### src/rtl/regfile_wb_arbiter_if.sv
// Bundle between the pipeline/secondary producers and the regfile write arbiter.
// Carries primary/secondary write requests, the regfile write port, hazard query and status.
interface regfile_wb_arbiter_if #(
  parameter int DEPTH = 2,
  parameter int AW    = 5,
  parameter int DW    = 32
);
  localparam int CW = $clog2(DEPTH) + 1;

  logic          p_we;
  logic [AW-1:0] p_waddr;
  logic [DW-1:0] p_wdata;
  logic          s_valid;
  logic          s_ready;
  logic [AW-1:0] s_waddr;
  logic [DW-1:0] s_wdata;
  logic          rf_we;
  logic [AW-1:0] rf_waddr;
  logic [DW-1:0] rf_wdata;
  logic [AW-1:0] chk_addr;
  logic          chk_busy;
  logic          stall_req;
  logic [CW-1:0] fifo_cnt;

  modport master (
    output p_we, p_waddr, p_wdata,
    output s_valid, s_waddr, s_wdata,
    output chk_addr,
    input  s_ready, rf_we, rf_waddr, rf_wdata,
    input  chk_busy, stall_req, fifo_cnt
  );

  modport slave (
    input  p_we, p_waddr, p_wdata,
    input  s_valid, s_waddr, s_wdata,
    input  chk_addr,
    output s_ready, rf_we, rf_waddr, rf_wdata,
    output chk_busy, stall_req, fifo_cnt
  );
endinterface

### src/rtl/regfile_wb_arbiter.sv
// Shares the regfile write port: pipeline writeback wins, multi-cycle results buffer in a FIFO.
// Ports: clk, rst (async active-low), bus (slave modport: p_*, s_*, rf_*, chk_*, stall_req, fifo_cnt).
module regfile_wb_arbiter #(
  parameter int DEPTH    = 2,
  parameter int MAX_WAIT = 4,
  parameter int AW       = 5,
  parameter int DW       = 32
) (
  input  logic                 clk,
  input  logic                 rst,
  regfile_wb_arbiter_if.slave  bus
);
  localparam int PW = $clog2(DEPTH);
  localparam int CW = PW + 1;
  localparam int WW = $clog2(MAX_WAIT + 1);

  logic [AW-1:0]    r_addr [DEPTH];
  logic [DW-1:0]    r_data [DEPTH];
  logic [DEPTH-1:0] r_kill;
  logic [PW-1:0]    r_wp;
  logic [PW-1:0]    r_rp;
  logic [CW-1:0]    r_cnt;
  logic [WW-1:0]    r_wait;
  logic             r_stall;

  logic             w_pg;
  logic             w_empty;
  logic             w_head_live;
  logic             w_sg;
  logic             w_pop;
  logic             w_rdy;
  logic             w_push;
  logic             w_push_kill;
  logic             w_wr_p;
  logic             w_wr_s;
  logic             w_busy;
  logic [PW-1:0]    w_off;
  logic [DEPTH-1:0] w_occ;
  logic [DEPTH-1:0] w_kill_nxt;
  logic [WW-1:0]    w_wait_nxt;

  assign w_pg        = bus.p_we && (bus.p_waddr != '0);
  assign w_empty     = (r_cnt == '0);
  assign w_head_live = !w_empty && !r_kill[r_rp];
  assign w_sg        = !w_pg && w_head_live;
  // A killed head drains even under a primary grant
  assign w_pop       = !w_empty && (r_kill[r_rp] || !w_pg);
  assign w_rdy       = (r_cnt < CW'(DEPTH));
  assign w_push      = bus.s_valid && w_rdy && (bus.s_waddr != '0);
  // Secondary result is older than the pipeline write to the same reg
  assign w_push_kill = w_pg && (bus.s_waddr == bus.p_waddr);

  assign w_wr_p = rst && w_pg;
  assign w_wr_s = rst && w_sg;

  always_comb begin
    w_occ  = '0;
    w_busy = 1'b0;
    w_off  = '0;
    for (int i = 0; i < DEPTH; i++) begin
      w_off    = PW'(i) - r_rp;
      w_occ[i] = CW'(w_off) < r_cnt;
      if (w_occ[i] && !r_kill[i] && (r_addr[i] == bus.chk_addr))
        w_busy = 1'b1;
    end
  end

  always_comb begin
    w_kill_nxt = r_kill;
    for (int i = 0; i < DEPTH; i++) begin
      if (w_pg && w_occ[i] && (r_addr[i] == bus.p_waddr))
        w_kill_nxt[i] = 1'b1;
    end
    if (w_push)
      w_kill_nxt[r_wp] = w_push_kill;
  end

  always_comb begin
    w_wait_nxt = r_wait;
    if (w_empty || w_pop)
      w_wait_nxt = '0;
    else if (w_head_live && w_pg && (r_wait != WW'(MAX_WAIT)))
      w_wait_nxt = r_wait + WW'(1);
  end

  always_comb begin
    bus.rf_we    = 1'b0;
    bus.rf_waddr = '0;
    bus.rf_wdata = '0;
    unique case (1'b1)
      w_wr_p: begin
        bus.rf_we    = 1'b1;
        bus.rf_waddr = bus.p_waddr;
        bus.rf_wdata = bus.p_wdata;
      end
      w_wr_s: begin
        bus.rf_we    = 1'b1;
        bus.rf_waddr = r_addr[r_rp];
        bus.rf_wdata = r_data[r_rp];
      end
      default: ;
    endcase
  end

  // Gated by rst so outputs drop as soon as reset asserts
  assign bus.s_ready   = rst && w_rdy;
  assign bus.chk_busy  = rst && (bus.chk_addr != '0) && w_busy;
  assign bus.stall_req = r_stall;
  assign bus.fifo_cnt  = r_cnt;

  always_ff @(posedge clk or negedge rst) begin
    if (!rst) begin
      r_wp    <= '0;
      r_rp    <= '0;
      r_cnt   <= '0;
      r_kill  <= '0;
      r_wait  <= '0;
      r_stall <= 1'b0;
    end else begin
      r_kill <= w_kill_nxt;
      r_wait <= w_wait_nxt;
      if (w_push)
        r_wp <= r_wp + PW'(1);
      if (w_pop)
        r_rp <= r_rp + PW'(1);
      unique case ({w_push, w_pop})
        2'b10:   r_cnt <= r_cnt + CW'(1);
        2'b01:   r_cnt <= r_cnt - CW'(1);
        default: ;
      endcase
      if (w_wait_nxt == WW'(MAX_WAIT))
        r_stall <= 1'b1;
      else if (w_sg || w_empty)
        r_stall <= 1'b0;
    end
  end

  always_ff @(posedge clk) begin
    if (w_push) begin
      r_addr[r_wp] <= bus.s_waddr;
      r_data[r_wp] <= bus.s_wdata;
    end
  end
endmodule
### src/flat_wrapper.sv
// flat-port wrapper written by rule: the top's interface ports become plain ports
module regfile_wb_arbiter_flat 
#(
  parameter int DEPTH    = 2,
  parameter int MAX_WAIT = 4,
  parameter int AW       = 5,
  parameter int DW       = 32
)
  (clk, rst, bus_p_we, bus_p_waddr, bus_p_wdata, bus_s_valid, bus_s_waddr, bus_s_wdata, bus_chk_addr, bus_s_ready, bus_rf_we, bus_rf_waddr, bus_rf_wdata, bus_chk_busy, bus_stall_req, bus_fifo_cnt);
  regfile_wb_arbiter_if #(.DEPTH(DEPTH), .AW(AW), .DW(DW)) bus_i ();
  input  logic clk;
  input  logic rst;
  input wire logic [$bits(bus_i.p_we)-1:0] bus_p_we;
  input wire logic [$bits(bus_i.p_waddr)-1:0] bus_p_waddr;
  input wire logic [$bits(bus_i.p_wdata)-1:0] bus_p_wdata;
  input wire logic [$bits(bus_i.s_valid)-1:0] bus_s_valid;
  input wire logic [$bits(bus_i.s_waddr)-1:0] bus_s_waddr;
  input wire logic [$bits(bus_i.s_wdata)-1:0] bus_s_wdata;
  input wire logic [$bits(bus_i.chk_addr)-1:0] bus_chk_addr;
  output wire logic [$bits(bus_i.s_ready)-1:0] bus_s_ready;
  output wire logic [$bits(bus_i.rf_we)-1:0] bus_rf_we;
  output wire logic [$bits(bus_i.rf_waddr)-1:0] bus_rf_waddr;
  output wire logic [$bits(bus_i.rf_wdata)-1:0] bus_rf_wdata;
  output wire logic [$bits(bus_i.chk_busy)-1:0] bus_chk_busy;
  output wire logic [$bits(bus_i.stall_req)-1:0] bus_stall_req;
  output wire logic [$bits(bus_i.fifo_cnt)-1:0] bus_fifo_cnt;
  assign bus_i.p_we = bus_p_we;
  assign bus_i.p_waddr = bus_p_waddr;
  assign bus_i.p_wdata = bus_p_wdata;
  assign bus_i.s_valid = bus_s_valid;
  assign bus_i.s_waddr = bus_s_waddr;
  assign bus_i.s_wdata = bus_s_wdata;
  assign bus_i.chk_addr = bus_chk_addr;
  assign bus_s_ready = bus_i.s_ready;
  assign bus_rf_we = bus_i.rf_we;
  assign bus_rf_waddr = bus_i.rf_waddr;
  assign bus_rf_wdata = bus_i.rf_wdata;
  assign bus_chk_busy = bus_i.chk_busy;
  assign bus_stall_req = bus_i.stall_req;
  assign bus_fifo_cnt = bus_i.fifo_cnt;
  regfile_wb_arbiter #(.DEPTH(DEPTH), .MAX_WAIT(MAX_WAIT), .AW(AW), .DW(DW)) u_core (.clk(clk), .rst(rst), .bus(bus_i));
endmodule
### config.mk
export PLATFORM = sky130hd
export DESIGN_NAME = regfile_wb_arbiter_flat
export DESIGN_NICKNAME = d
export VERILOG_FILES = /design/src/rtl/regfile_wb_arbiter_if.sv /design/src/rtl/regfile_wb_arbiter.sv /design/src/flat_wrapper.sv
export SDC_FILE = /design/constraint.sdc
export NUM_CORES = 1
export LEC_CHECK = 0
export CORE_MARGIN = 1.5
export CORE_UTILIZATION = 50
export DETAILED_ROUTE_END_ITERATION = 10
export PLACE_DENSITY = 0.91
export SLEW_MARGIN = 20
export SYNTH_ARGS = -nofsm -noshare
export SYNTH_HDL_FRONTEND = slang
export SYNTH_SLANG_ARGS = --single-unit
### constraint.sdc
create_clock -name clk -period 4.35 [get_ports clk]
set_input_delay 0.87 -clock clk [delete_from_list [all_inputs] [get_ports clk]]
set_output_delay 0.87 -clock clk [all_outputs]
set_load 0.01 [all_outputs]
==> impl_metrics.json, run 1 <==
{
  "run_status": "completed",
  "post_synth_mux_area_share_pct": 10.41,
  "tritoncts_num_sinks": 84,
  "crit_top_cell": "sky130_fd_sc_hd__clkdlybuf4s50_1",
  "buffer_ports.inserted": 125,
  "fin_cells": 500,
  "yosys_top_cell_area_share_pct": 56.35,
  "std_cell_rows": 32,
  "dp.final_hpwl_mm": 6.284,
  "route.detailed.wl_per_inst_um": 17.89,
  "p_per_area_nw_per_um2": 475.2,
  "cts_tree": "yes",
  "areaGrowthSynthToFinish_pct": 40.20,
  "critPathMaxFanout": 18,
  "seqCellArea_um2": 2474,
  "highest_cell_delay_on_the_worst_timing_path_ns": 0.59,
  "detailedRoute.firstIterationViolations": 105,
  "post_synth_and_or_nand_nor_area_fraction_pct": 4.727,
  "area_used_by_multi_input_combinational_logic_um2": 1365,
  "i_o_pin_cnt": 126,
  "critical_path.cell_chain": "clkdlybuf4s50_1 -> or4_1 -> o21a_4 -> nand3b_4 -> buf_4 -> o2bb2ai_1 -> clkdlybuf4s50_1",
  "post_synth_xor_area_fraction_pct": 6.662,
  "critPathArrivalTime_ns": 3.33,
  "synth-edff-count": 74,
  "ys_ff_latch": 84,
  "grt_setup_unrepaired": "false",
  "synth-seq-area-share_pct": 62.69,
  "power_leakage_nw": 1.959,
  "route.vias.total": 2691,
  "initial_utilization_pct": 51.30,
  "synth.top_cells.by_area": "sky130_fd_sc_hd__edfxtp_1 56%, sky130_fd_sc_hd__mux2i_1 10%, sky130_fd_sc_hd__o2bb2ai_1 7.3%, sky130_fd_sc_hd__dfrtp_1 6.3%, sky130_fd_sc_hd__xor2_1 3.6%",
  "grt_first_pass_wirelength_mm": 14.08,
  "yosys_most_used_dff": "sky130_fd_sc_hd__edfxtp_1",
  "final-hold-violation-count": 0,
  "layout.nets": 479,
  "timing_worst_setup_path_type": "in -> out",
  "yosysTopAreaCell": "sky130_fd_sc_hd__edfxtp_1",
  "number_of_cells_on_the_worst_hold_path": 1,
  "post_route_cells_drive_above_1_share_pct": 9.045,
  "grt_overflow_total": 0,
  "crit_path_top_delay_cell": "sky130_fd_sc_hd__clkdlybuf4s50_1",
  "fp.coreArea_um2": 7687,
  "layout_common_cells": "125 x sky130_fd_sc_hd__clkdlybuf4s50_1, 74 x sky130_fd_sc_hd__edfxtp_1, 41 x sky130_fd_sc_hd__mux2i_1, 33 x sky130_fd_sc_hd__o2bb2ai_1, 16 x sky130_fd_sc_hd__xor2_1",
  "grt_util_all_layers_pct": 21.85,
  "fmaxAchievable_mhz": 238.0,
  "post_drt_via_cell_ratio": 5.382,
  "worst_case_clock_skew_ns": 0.008720,
  "fin_crit_sh_pct": 96.59,
  "postSynthCellCount": 258,
  "synth_cell_types": 34,
  "synth_async_sr_flop_share_pct": 11.90,
  "cts_post_setup_buffers_inserted": 0,
  "cts_htree_levels": 3,
  "die_w_um": 91.81,
  "grt_max_degree": 39,
  "globalplace.congestion": 0.9242,
  "worstHoldPathType": "reg -> reg",
  "antennaDiodeCount": 0,
  "main_combinational_cell_family_by_area_after_synthesis": "compound AO/OA/AOI/OAI gates",
  "drv.max_cap_violation_count": 0,
  "path_delay_family": "buffers and inverters",
  "floorplan.die.height_um": 91.81,
  "postCtsHoldBufs": 0,
  "floorplan.die_area_um2": 8429,
  "ctsLongestPathBuffers": 2,
  "dpl.cell_count": 482,
  "final.min_clock_period_ns": 4.202,
  "yosys.area_share.adder_pct": 0.9518,
  "fill_cells": 550,
  "slew_headroom_pct": 62.76,
  "crit_path_cell_count": 7,
  "drt-met1-wl_mm": 3.656,
  "worst_ep_required_time_ns": 3.48,
  "synth.yosys.warnings": 0,
  "synth-compound-area-share_pct": 11.48,
  "most_common_cell_after_layout_fill_and_taps_aside": "sky130_fd_sc_hd__clkdlybuf4s50_1",
  "grt_antenna_before_repair": 0,
  "clk_pin_slew_worst_paths_ns": 0.08,
  "ant_nets": 0,
  "setup_viol": 0,
  "root_buffer": "sky130_fd_sc_hd__clkbuf_8",
  "syn_area_um2": 3944,
  "wl_mm": 8.946,
  "routed-wl-met2_mm": 4.567,
  "syn_avg_cell_area_um2": 15.29,
  "power.ir.vdd_worst_mv": 0.2495,
  "pre_cts_slack_ns": 0.1304,
  "critPathCaptureType": "primary output",
  "vias_in_the_first_global_route": 2922,
  "totalNegativeSetupSlack_ns": 0,
  "synth_nets": 344,
  "total_power_w": 0.002628,
  "tightest_pin_transition_ns": 0.5549,
  "timing.final.max_slew_violations": 0,
  "numCtsBuffers": 9,
  "critical_path.startpoint_type": "input pin",
  "timing.final.ws_setup_ns": 0.1484,
  "clk_latency_ns": 0.35,
  "route.top_layer_used": "met4",
  "met3_wirelength_um": 520,
  "drt_pre_antenna_iters": 4,
  "drc": 0,
  "postCtsResizedCells": 0,
  "critical_path.n_buffers_inverters": 3,
  "r2r.worst_path.cells": 4
}
-- path summary, 6_finish.rpt --
check / from / endpoint / slack, ns
max in group asynchronous: rst / u_core.r_rp$_DFFE_PN0P_ / 3.09
setup / recovery: bus_p_waddr[4] / bus_rf_waddr[2] / 0.15
hold / removal: u_core.r_wp$_DFFE_PN0N_ / u_core.r_wp$_DFFE_PN0N_ / 0.56
min in group asynchronous: rst / u_core.r_kill[0]$_DFF_PN0_ / 0.80
setup reg to reg: u_core.bus.fifo_cnt[1]$_DFFE_PN0P_ / u_core.r_data[0][22]$_DFFE_PP_ / 2.49
hold reg to reg: u_core.r_wp$_DFFE_PN0N_ / u_core.r_wp$_DFFE_PN0N_ / 0.56
-- cell families (layout without fill, tap and decap cells) --
kind of cell               after synthesis  after routing
xor gates and xnor gates                30             30
DFF                                     84             84
AOI/OAI and AO/OA                       52             52
and+or+nand+nor                         31             31
buffers and inverters                   17            157
adders and majority gates                3              3
muxes                                   41             41
-- per-stage QoR --
stage / util (%) / hold WS (ns) / area [um2]
floorplan: - / 0.4681 / 3944
global placement: 69.04 / 0.5345 / 5308
CTS: 71.31 / 0.5590 / 5482
finish: 71.92 / 0.5582 / 5529
detailed placement: 69.04 / 0.5419 / 5308
global route: 71.92 / 0.5882 / 5529
-- report_power, final --
part	switching [W]	internal, W	leakage [nW]
Clock	0.000281	0.000210	0.0853
Sequential	0.000117	0.00106	0.807
Combinational	0.000465	0.000493	1.07
-- cells in the mapped netlist (5+ instances only) --
cell                         n
sky130_fd_sc_hd__dfrtp_1    10
sky130_fd_sc_hd__xor2_1     16
sky130_fd_sc_hd__buf_6       6
sky130_fd_sc_hd__xnor2_1    14
sky130_fd_sc_hd__clkbuf_1    5
sky130_fd_sc_hd__nand2_1     5
sky130_fd_sc_hd__o2bb2ai_1  33
sky130_fd_sc_hd__nor2_1      7
sky130_fd_sc_hd__mux2i_1    41
sky130_fd_sc_hd__edfxtp_1   74
-- registers in the layout (all words and copies together) (netlist names) --
| name | cells |
|---|---|
| u_core.bus.fifo_cnt | 2 |
| u_core.bus.stall_req | 1 |
| u_core.r_addr | 10 |
| u_core.r_data | 64 |
| u_core.r_kill | 2 |
| u_core.r_rp | 1 |
| u_core.r_wait | 3 |
| u_core.r_wp | 1 |
-- per-layer routing --
metal  GRT usage [%]  vias up
met3           4.643       16
met5               0        -
met2           38.74      100
li1                -     1281
met1           25.14     1294
met4           10.38        0
-- layout make-up --
type	instances	area share, %
multi-input combinational	157	24.69
clock inverter	7	0.9052
tap	102	2.308
clock buffer	9	2.240
inverter	4	0.2716
sequential	84	44.74
timing repair buffer	137	24.85
Note: power is estimated with default switching activity, not from simulation.
==> run 2: changes to the inputs <==
--- a/config.mk
+++ b/config.mk
@@ -6,9 +6,10 @@
 export NUM_CORES = 1
 export LEC_CHECK = 0
 export CORE_MARGIN = 1.5
-export CORE_UTILIZATION = 50
+export CORE_UTILIZATION = 34
+export CTS_CLUSTER_SIZE = 25
 export DETAILED_ROUTE_END_ITERATION = 10
-export PLACE_DENSITY = 0.91
+export PLACE_DENSITY = 0.67
 export SLEW_MARGIN = 20
 export SYNTH_ARGS = -nofsm -noshare
 export SYNTH_HDL_FRONTEND = slang
==> constraint.sdc (replaced) <==
create_clock -name clk -period 5.4 [get_ports clk]
set_input_delay 1.08 -clock clk [delete_from_list [all_inputs] [get_ports clk]]
set_output_delay 1.08 -clock clk [all_outputs]
set_load 0.01 [all_outputs]
==> impl_metrics.json, run 2 (synthesis results as in run 1) <==
{
  "crit_top_cell": "sky130_fd_sc_hd__clkdlybuf4s50_1",
  "power_leakage_nw": 1.978,
  "grt_first_pass_wirelength_mm": 14.26,
  "critical_path.startpoint_type": "input pin",
  "fin_crit_sh_pct": 91.29,
  "critical_path.cell_chain": "clkdlybuf4s50_1 -> or4_1 -> o21a_4 -> nand3b_4 -> buf_4 -> o2bb2ai_1 -> clkdlybuf4s50_1",
  "ant_nets": 0,
  "worst_case_clock_skew_ns": 0.006147,
  "critical_path.n_buffers_inverters": 3,
  "slew_headroom_pct": 53.74,
  "dp.final_hpwl_mm": 6.147,
  "netSwitchingPower_w": 0.0007035,
  "p_int_w": 0.001602,
  "worstHoldPathType": "reg -> reg",
  "cts_htree_levels": 3,
  "tightest_pin_transition_ns": 0.6940,
  "areaGrowthSynthToFinish_pct": 42.99,
  "final.min_clock_period_ns": 4.930,
  "floorplan.die_area_um2": 12250,
  "highest_cell_delay_on_the_worst_timing_path_ns": 0.57,
  "layout_top_registers": "u_core.r_data: 64 flops, u_core.r_addr: 10 flops, u_core.r_wait: 3 flops",
  "layout.nets": 472,
  "drv.max_cap_violation_count": 0,
  "swShare_pct": 30.52,
  "buffer_ports.inserted": 125,
  "crit_path_top_delay_cell": "sky130_fd_sc_hd__clkdlybuf4s50_1",
  "postCtsResizedCells": 0,
  "drc": 0,
  "tritoncts_num_sinks": 84,
  "run_status": "completed",
  "grt_util_all_layers_pct": 14.96,
  "worst_ep_required_time_ns": 4.32,
  "path_delay_family": "buffers and inverters",
  "critPathArrivalTime_ns": 3.85,
  "clk_pin_slew_worst_paths_ns": 0.06,
  "cts_post_setup_buffers_inserted": 0,
  "root_buffer": "sky130_fd_sc_hd__clkbuf_16",
  "hold-worst-slack_ns": 0.5533,
  "totalNegativeSetupSlack_ns": 0,
  "grt_overflow_total": 0,
  "grt_max_degree": 40,
  "drt_pre_antenna_iters": 5,
  "vias_in_the_first_global_route": 2837,
  "clk_latency_ns": 0.33,
  "most_common_cell_after_layout_fill_and_taps_aside": "sky130_fd_sc_hd__clkdlybuf4s50_1",
  "layout_common_cells": "125 x sky130_fd_sc_hd__clkdlybuf4s50_1, 74 x sky130_fd_sc_hd__edfxtp_1, 41 x sky130_fd_sc_hd__mux2i_1, 33 x sky130_fd_sc_hd__o2bb2ai_1, 16 x sky130_fd_sc_hd__xor2_1",
  "globalplace.congestion": 0.8725,
  "critPathMaxFanout": 20,
  "setup.reg_to_reg.worst_slack_ns": 3.51,
  "post_route_cells_drive_above_1_share_pct": 7.417,
  "antennaDiodeCount": 0,
  "post_drt_via_cell_ratio": 4.936,
  "critPathCaptureType": "primary output",
  "cts_tree": "yes",
  "registers.top_by_ff_count": "u_core.r_data",
  "p_per_area_nw_per_um2": 408.8,
  "wl_mm": 8.801,
  "i_o_pin_cnt": 126,
  "grt_antenna_before_repair": 0,
  "route.detailed.wl_per_inst_um": 16.48,
  "p_seq_share_pct": 40.3,
  "initial_utilization_pct": 34.69,
  "timing_worst_setup_path_type": "in -> out",
  "largest_register_ffs": 64,
  "std_cell_rows": 39,
  "final-hold-violation-count": 0,
  "floorplan.die.height_um": 110.7,
  "postCtsHoldBufs": 0,
  "numCtsBuffers": 9,
  "grt_setup_unrepaired": "false",
  "timing.final.max_slew_violations": 0,
  "power.ir.vdd_worst_mv": 0.4005,
  "setup_viol": 0,
  "fp.coreArea_um2": 11370,
  "route.vias.total": 2636,
  "total_power_w": 0.002306,
  "clockPowerShare_pct": 26.0,
  "combPwrFrac_pct": 33.7,
  "fmaxAchievable_mhz": 202.8,
  "ctsLongestPathBuffers": 2,
  "detailedRoute.firstIterationViolations": 110,
  "die_w_um": 110.7
}
[run 2: changes by cell type in the layout (fill, tap and decap cells not counted), sizes merged]
cell    before  now
buf         12    5
bufinv       0    1
clkbuf       9   10
clkinv       4    3
inv          6    5
[run 2: tightest hold or removal path, cell delays in order, from the launching register on]
cell and delay, ns:
sky130_fd_sc_hd__dfrtp_1 0.38, sky130_fd_sc_hd__o21ai_0 0.07, sky130_fd_sc_hd__a21oi_1 0.07
[run 2: worst paths after layout]
check	from	end	depth (start not counted)
max	bus_p_waddr[1]	bus_rf_wdata[29]	7
min	u_core.bus.stall_req$_DFFE_PN0P_	u_core.bus.stall_req$_DFFE_PN0P_	2
max reg2reg	u_core.bus.fifo_cnt[1]$_DFFE_PN0P_	u_core.r_data[1][11]$_DFFE_PP_	4
min reg2reg	u_core.bus.stall_req$_DFFE_PN0P_	u_core.bus.stall_req$_DFFE_PN0P_	2
max in group asynchronous	rst	u_core.r_rp$_DFFE_PN0P_	2
min in group asynchronous	rst	u_core.r_wait[2]$_DFF_PN0_	2
[run 2: layer usage]
| layer | GRT usage [%] | part of all wire [%] |
|---|---|---|
| met5 | 0 | 0 |
| met4 | 7.094 | 2.3 |
| met3 | 3.773 | 5.3 |
| met2 | 24.94 | 49 |
| met1 | 18.19 | 43 |
[run 2: per-stage QoR]
stage,instances,setup WS [ns],util [%],cell area (um2)
after global placement,516,0.5533,46.67,5306
final,534,0.4701,49.60,5639
after floorplan,258,1.882,-,3944
after detailed placement,518,0.4741,47.02,5346
after CTS,534,0.4596,49.60,5639
after global routing,534,0.3156,49.60,5639
[run 2: area by class of cell]
class | count | area (um2)
inverter | 4 | 15.01
multi-input combinational | 157 | 1365
clock buffer | 10 | 229.0
clock inverter | 6 | 63.81
tap | 143 | 178.9
timing repair buffer | 130 | 1314
sequential | 84 | 2474
fill | 1024 | 5731
[run 2: power groups by stage]
stage          Sequential, W  Clock [W]  Combinational (W)
6_report            0.000928   0.000600           0.000778
5_1_grt             0.000943   0.000646           0.000847
4_1_cts             0.000929   0.000616           0.000794
3_5_place_dp        0.000942          0           0.000791
3_3_place_gp        0.000939          0           0.000761
2_1_floorplan       0.000928          0           0.000475
